$ cat config.mk
export PLATFORM = sky130hd
export DESIGN_NAME = fetch_ctrl
export DESIGN_NICKNAME = d
export VERILOG_FILES = /design/src/rtl/fetch_pkg.sv /design/src/rtl/fetch_buf.sv /design/src/rtl/fetch_ctrl.sv
export SDC_FILE = /design/constraint.sdc
export NUM_CORES = 1
export LEC_CHECK = 0
export CORE_AREA = 2 2 117 119
export DETAILED_ROUTE_END_ITERATION = 12
export DIE_AREA = 0 0 119 121
export DONT_BUFFER_PORTS = 1
export PLACE_DENSITY = 0.59
export REMOVE_ABC_BUFFERS = 1
export SYNTH_ARGS = -nofsm -noshare
export SYNTH_HDL_FRONTEND = slang
export SYNTH_SLANG_ARGS = --single-unit
export TNS_END_PERCENT = 20
$ cat constraint.sdc
create_clock -name clk_i -period 2.1 [get_ports clk_i]
set_input_delay 0.42 -clock clk_i [delete_from_list [all_inputs] [get_ports clk_i]]
set_output_delay 0.42 -clock clk_i [all_outputs]
set_load 0.01 [all_outputs]
$ cat src/rtl/fetch_pkg.sv
// Shared types and constants for the instruction-fetch controller.
// Latency: n/a (declarations only).
// Backpressure: n/a.
package fetch_pkg;

    typedef enum logic [1:0] {
        ST_IDLE  = 2'd0,  // reset state, left on the first clock after release
        ST_REQ   = 2'd1,  // presenting a fetch request
        ST_WAIT  = 2'd2,  // granted, response still wanted
        ST_FLUSH = 2'd3   // granted, response will be thrown away
    } fetch_state_e;

    localparam logic [31:0] NOP_INSTR       = 32'h0000_0013;
    localparam logic [31:0] RST_VEC_DEFAULT = 32'h0000_0000;

endpackage

$ cat src/rtl/fetch_buf.sv
// One-entry output buffer holding the fetched instruction for decode.
// Latency: load/flush visible on the cycle after they are applied.
// Backpressure: entry is held while stall_i is high; flush beats load beats consume.
//
// Ports:
//   clk_i, rst_ni     clock, async active-low reset
//   load_i            capture load_instr_i / load_pc_i as a valid entry
//   flush_i           drop the entry (redirect)
//   stall_i           decode cannot take the entry this cycle
//   valid_o, instr_o, pc_o, pc4_o   registered entry contents
module fetch_buf
    import fetch_pkg::*;
#(
    parameter int unsigned W = 32
) (
    input  logic         clk_i,
    input  logic         rst_ni,
    input  logic         load_i,
    input  logic         flush_i,
    input  logic         stall_i,
    input  logic [31:0]  load_instr_i,
    input  logic [W-1:0] load_pc_i,
    output logic         valid_o,
    output logic [31:0]  instr_o,
    output logic [W-1:0] pc_o,
    output logic [W-1:0] pc4_o
);

    logic consume;

    assign consume = valid_o && !stall_i;

    always_ff @(posedge clk_i or negedge rst_ni) begin
        if (!rst_ni) begin
            valid_o <= 1'b0;
            instr_o <= NOP_INSTR;
            pc_o    <= '0;
            pc4_o   <= W'(4);
        end else begin
            if (flush_i) begin
                valid_o <= 1'b0;
            end else if (load_i) begin
                valid_o <= 1'b1;
                instr_o <= load_instr_i;
                pc_o    <= load_pc_i;
                // Kept as a register so decode sees no adder on this path.
                pc4_o   <= load_pc_i + W'(4);
            end else if (consume) begin
                valid_o <= 1'b0;
            end
        end
    end

endmodule

$ cat src/rtl/fetch_ctrl.sv
// Instruction-fetch controller: owns the PC and sequences one outstanding imem fetch.
// Latency: gnt at t, rvalid at t+k -> instr_valid_o and next request at t+k+1.
// Backpressure: no request while the buffer is full and stalled; redirects discard stale data.
//
// Ports:
//   clk_i, rst_ni                 clock, async active-low reset
//   redirect_i, redirect_pc_i     taken branch/jump and its target (low 2 bits ignored)
//   stall_i                       decode cannot accept instr_o
//   imem_req_o/addr_o/gnt_i       request/grant side of the instruction memory
//   imem_rvalid_i/rdata_i         response side of the instruction memory
//   instr_valid_o/instr_o/instr_pc_o/instr_pc4_o   registered decode interface
module fetch_ctrl
    import fetch_pkg::*;
#(
    parameter int unsigned     W       = 32,
    parameter logic [W-1:0]    RST_VEC = W'(RST_VEC_DEFAULT)
) (
    input  logic         clk_i,
    input  logic         rst_ni,
    input  logic         redirect_i,
    input  logic [W-1:0] redirect_pc_i,
    input  logic         stall_i,
    output logic         imem_req_o,
    output logic [W-1:0] imem_addr_o,
    input  logic         imem_gnt_i,
    input  logic         imem_rvalid_i,
    input  logic [31:0]  imem_rdata_i,
    output logic         instr_valid_o,
    output logic [31:0]  instr_o,
    output logic [W-1:0] instr_pc_o,
    output logic [W-1:0] instr_pc4_o
);

    fetch_state_e state_q, state_d;
    logic [W-1:0] pc_q, pc_d;
    logic [W-1:0] target;
    logic         req;
    logic         buf_load;

    // Word-align the redirect target.
    assign target = redirect_pc_i & ~W'(3);

    always_ff @(posedge clk_i or negedge rst_ni) begin
        if (!rst_ni) begin
            state_q <= ST_IDLE;
            pc_q    <= RST_VEC;
        end else begin
            state_q <= state_d;
            pc_q    <= pc_d;
        end
    end

    always_comb begin
        state_d  = state_q;
        pc_d     = pc_q;
        req      = 1'b0;
        buf_load = 1'b0;
        unique case (state_q)
            ST_IDLE: begin
                state_d = ST_REQ;
            end
            ST_REQ: begin
                // The buffer is guaranteed empty by the time any response
                // for this request can arrive, so one entry never overflows.
                req = !instr_valid_o || !stall_i;
                if (redirect_i) begin
                    pc_d = target;
                end
                if (req && imem_gnt_i) begin
                    // A redirect in the grant cycle makes the in-flight fetch stale.
                    state_d = redirect_i ? ST_FLUSH : ST_WAIT;
                end
            end
            ST_WAIT: begin
                if (redirect_i) begin
                    pc_d    = target;
                    state_d = imem_rvalid_i ? ST_REQ : ST_FLUSH;
                end else if (imem_rvalid_i) begin
                    buf_load = 1'b1;
                    pc_d     = pc_q + W'(4);
                    state_d  = ST_REQ;
                end
            end
            ST_FLUSH: begin
                if (redirect_i) begin
                    pc_d = target;
                end
                if (imem_rvalid_i) begin
                    state_d = ST_REQ;
                end
            end
            default: begin
                state_d = ST_IDLE;
            end
        endcase
    end

    assign imem_req_o  = req;
    assign imem_addr_o = pc_q;

    // In WAIT pc_q is still the address of the outstanding fetch.
    fetch_buf #(
        .W (W)
    ) u_buf (
        .clk_i        (clk_i),
        .rst_ni       (rst_ni),
        .load_i       (buf_load),
        .flush_i      (redirect_i),
        .stall_i      (stall_i),
        .load_instr_i (imem_rdata_i),
        .load_pc_i    (pc_q),
        .valid_o      (instr_valid_o),
        .instr_o      (instr_o),
        .pc_o         (instr_pc_o),
        .pc4_o        (instr_pc4_o)
    );

endmodule

After elaboration in Yosys (flattened, before gate mapping)
Cells that the tools add are included.
{ "classes": {"n_addsub": 1, "multipliers": 0, "div_mod_pow": 0, "n_lt_le_gt_ge": 0, "eq_ne": 6, "n_shift": 0, "mux": 17, "n_bitwise": 1, "reduce_logical": 11} }
{ "op_table": {"columns": ["operator", "count"], "rows": [
  ["$mux 32", 3],
  ["$pmux 32 s2", 1],
  ["$add 32x3->32 const B", 1],
  ["$mux 1", 8],
  ["$mux 2", 4],
  ["$pmux 2 s4", 1],
  ["$eq 2x2->1 const B", 2],
  ["$ne 3x3->1 const B", 1],
  ["$reduce_and 3->1", 1],
  ["$reduce_bool 3->1", 1],
  ["$eq 2x1->1 const B", 1],
  ["$logic_and 1x1->1", 2],
  ["$logic_not 1->1", 2],
  ["$logic_not 2->1", 1],
  ["$ne 2x1->1 const B", 1],
  ["$ne 2x2->1 const B", 1],
  ["$reduce_and 2->1", 1],
  ["$reduce_bool 2->1", 1],
  ["$reduce_or 2->1", 1],
  ["$logic_or 1x1->1", 1],
  ["$not 1->1", 1]
]} }
{ "totals": {"reg_bits": 131, "latch_bits": 0, "mem_bits_rw": 0, "mem_bits_ro": 0, "in_bits": 70, "out_inout_bits": 130, "mem_count": 0} }

Longest topological paths before layout
{ "logic_depth": {"word_depth": 5, "ltp_mapped": 7, "ltp_nobuf": 6} }

Hierarchy
A second synthesis with hierarchy kept.
{ "unflattened": {"hier_cells": 744, "area_unflattened_um2": 6508.7} }
{ "modules_own_cells": {"columns": ["module", "n_inst", "cells_each", "area_each_um2"], "rows": [
  ["fetch_buf", 1, 479, 4246.6],
  ["fetch_ctrl", 1, 265, 2262.2]
]} }

Worst setup path after synthesis
No wires, ideal clock.
{ "synth_timing": {"path_type": "register -> register", "from": "register pc_q[2] (netlist: imem_addr_o[2])", "to": "register pc_q[22] (netlist: imem_addr_o[22])", "setup_ns": 0.126, "t_arrival_ns": 1.827, "required_time_ns": 1.974, "slack_ns": 0.147, "path_stages_with_launch": 7, "n_path_buf": 0, "synth_period_minus_slack_ns": 1.953, "path_cell_list": "dfrtp_1 ha_1 nand3_2 nor4_2 nand4_1 a21o_1 a221o_1"} }
{ "synth_between": {"elab_chain_cells": 4} }
{ "synth_lines": {"columns": ["element", "line_no", "text"], "rows": [
  ["from (decl)", "fetch_ctrl.sv:35", "logic [W-1:0] pc_q, pc_d;"],
  ["from (signal assigned)", "fetch_ctrl.sv:49", "pc_q <= pc_d;"],
  ["$add 32x3->32", "fetch_ctrl.sv:80", "pc_d = pc_q + W'(4);"],
  ["$mux 32", "fetch_ctrl.sv:78", "end else if (imem_rvalid_i) begin"],
  ["$mux 32", "fetch_ctrl.sv:75", "if (redirect_i) begin"],
  ["$pmux 32 s2", "fetch_ctrl.sv:58", "unique case (state_q)"]
]} }
No other way between the ends. The select of a mux whose other input is x is not followed.
A chain may end at the register's enable or synchronous reset.

Final worst setup path
{ "layout_timing": {"from": "register pc_q[2] (netlist: imem_addr_o[2])", "to": "register pc_q[26] (netlist: imem_addr_o[26])"} }
Same word-level chain as after synthesis.

==> key figures <==
Route
  – DR WL/cell: 17.6 um
  – WL final: 14,900 um
  – Drt first pass iters: 5
  – Initial drt markers: 268
  – Antenna violation net count after detailed routing: 0
  – Via count: 4,596
  – Vias per cell: about 5.4
  – Remaining DRCs: 0

Timing
  – Hold Slack: -0.309 ns
  – Clock Skew: 0.0101 ns
  – Slew Viols, Final: 0
  – RSZ-0062 raised after global routing: no
  – Tightest Pin Transition: 0.552 ns
  – Final Cycle Share: 92.1%
  – Final setup fails: 0
  – Max frequency: 517 MHz
  – Post-layout min period: slightly below 2 ns
  – Rel. slew slack: 63.2%
  – Setup WS post-layout: 0.167 ns
  – Fin. Hold Viols: 125
  – Setup TNS Final: 0 ns

Synthesis
  – Post-synth EDFFs: 0
  – Ys async rst share: 100%
  – Most common cell in the netlist: nand2_1
  – Register bit count reported by yosys: 125
  – Unique masters post-synth: 49
  – Mapped Area: ~5800 um2
  – Top cells by area, synth: dfrtp_1, nand2_1, o21ai_0
  – Post-synth top cells: nand2_1, dfrtp_1, o21ai_0
  – Seq/Total Area, Yosys: 53.7%
  – Ys Warns: 0
  – Synth area leader: dfrtp_1
  – Synthesized instance count: 650
  – Yosys top cell area share: about half
  – Synth Flop Type: dfrtp_1
  – Mean post-synth cell area: 8.98 um2

Clock tree
  – H-tree Lvls: 4
  – Max clock buf depth: 2
  – Root Driver: clkbuf_16
  – Skew-Pair Late Insertion Delay: ~0.42 ns
  – Clock transition at path regs: approximately 0.060 ns
  – CTS tree: built
  – CTS Buf Count: 17
  – Post CTS Setup Buffer Count: 0
  – Clock sink total: 125
  – CTS resizes: 0

Run status
  – Violated checks: hold timing
  – Outcome: finished, violations left

Cells and area
  – Final Cell Area: between 6000 and 7000 um2
  – Antenna diodes: 0
  – Reg area: between 3000 and 4000 um2
  – Fill count: 1,245
  – Area grow syn2layout: 14.6%
  – Layout cells sized above 1: between 10% and 20%
  – Nets: 730
  – Area of the multi-input gates: 2450 um2

Critical path
  – Crit Path Class: flip-flop to flip-flop
  – Crit start category: flip-flop
  – Req. time, crit path: approximately 2.5 ns
  – Critical Path Fanout Max: 8
  – Crit path DAT: 2.29 ns
  – Reg2Reg Depth: 7
  – Critical path endpoint category: flip-flop

Hold path
  – Min-Delay Path Class: primary input to async pin

Job
  – Max-cap check violation count: 0

Floorplanning
  – Num ports: 200
  – Initial Util: 44.6%
  – Core area: 13,100 um2
  – Die H: 121 um
  – Die area: between 10,000 and 15,000 um2
  – Rows: 42
  – Chip width: 119 um

Power
  – Leak pwr: 3.20 nW
  – Power per cell area: 1390 nW/um2
  – VDD IR-drop max: 617 uV

Placement
  – Hpwl dp: ~10,000 um
  – Dpl cell area: between 6000 and 7000 um2
  – Routability Congestion: 0.804
  – # port buffers: 0
  – Pre-CTS setup slack: 0.140 ns

GRT
  – Grt ovf: 0
  – Vias in the first global route: 4,505
  – Pin count of the biggest net entering global routing: 126
  – Gr usage total: 21.1%
  – First-pass GRT wire length: 23,700 um
  – Antenna violations before repair: 0
[registers in the layout (all words and copies together) (netlist names)]
| name | flops |
|---|---|
| u_buf.instr_o | 32 |
| state_q | 2 |
| u_buf.pc_o | 30 |
| u_buf.valid_o | 1 |
| u_buf.pc4_o | 30 |
| imem_addr_o | 30 |
[layout make-up]
| class | instances | area share (%) |
|---|---|---|
| multi-input cells | 476 | 36.7 |
| flip-flops and latches | 125 | 46.8 |
| clock buffers | 25 | 7.26 |
| clock inverters | 7 | 1.31 |
| inverters | 2 | 0.112 |
| well taps | 176 | 3.29 |
| repair buffers | 37 | 4.53 |
[routing by layer]
layer | part of all wire, % | GRT usage [%] | vias up | wire, um
met5 | 0 | 0 | - | 0
met4 | 0.62 | 7.74 | 0 | 93
met3 | 9.3 | 8.13 | 7 | 1390
met2 | 47 | 33.5 | 190 | 7030
met1 | 43 | 26.4 | 2212 | 6370
li1 | - | - | 2187 | -
[power by group]
| part | internal, mW | total (mW) | switching, mW |
|---|---|---|---|
| logic | 0.742 | 1.76 | 1.01 |
| registers | 3.43 | 4.69 | 1.25 |
| clock network | 1.83 | 2.85 | 1.02 |
[cell usage in the layout, fill, tap and decap left out, drive strengths merged, types with 16 or more instances in the layout]
master  synthesis  routed
a21oi          26      26
nand3          25      25
o21ai          46      46
xor2           17      17
buf            12      37
and3           16      16
nor2           16      16
nand2         241     241
dfrtp         121     121
clkbuf         40      25
[through the flow]
step | instances | power (mW) | utilization (%)
global route | 848 | 9.88 | 51.1
CTS | 848 | 9.40 | 51.1
floorplan | 603 | 5.73 | -
finish | 848 | 9.29 | 51.1
global placement | 816 | 6.40 | 46.7
detailed placement | 816 | 6.50 | 46.7
[worst paths after layout]
check                                      start          endpoint  slack [ns]
worst max-delay path              imem_addr_o[2]   imem_addr_o[26]        0.17
worst min-delay path                      rst_ni   imem_addr_o[28]       -0.31
worst max register to register    imem_addr_o[2]   imem_addr_o[26]        0.17
worst min register to register  u_buf.instr_o[0]  u_buf.instr_o[0]        0.49
max in group asynchronous                 rst_ni    u_buf.pc4_o[2]        2.14
min in group clk_i                    redirect_i     u_buf.valid_o        0.06
[critical path: stages, from the launching register on]
cell     delay [ns]
dfrtp_1        0.35
ha_1           0.19
nand3_2        0.11
buf_4          0.17
nor3_4         0.41
nand4_1        0.20
or3_1          0.35
nand3_1        0.09
[cells by family after synthesis]
kind of cell	after synthesis	share of synthesized area, %
AOI/OAI and AO/OA	112	11.7
adders and majority gates	1	0.214
and+or+nand+nor	331	25.5
buffers and inverters	54	5.02
other	1	0.0642
xor gates and xnor gates	26	3.90
DFF	125	53.7
Note: power is estimated with default switching activity, not from simulation.
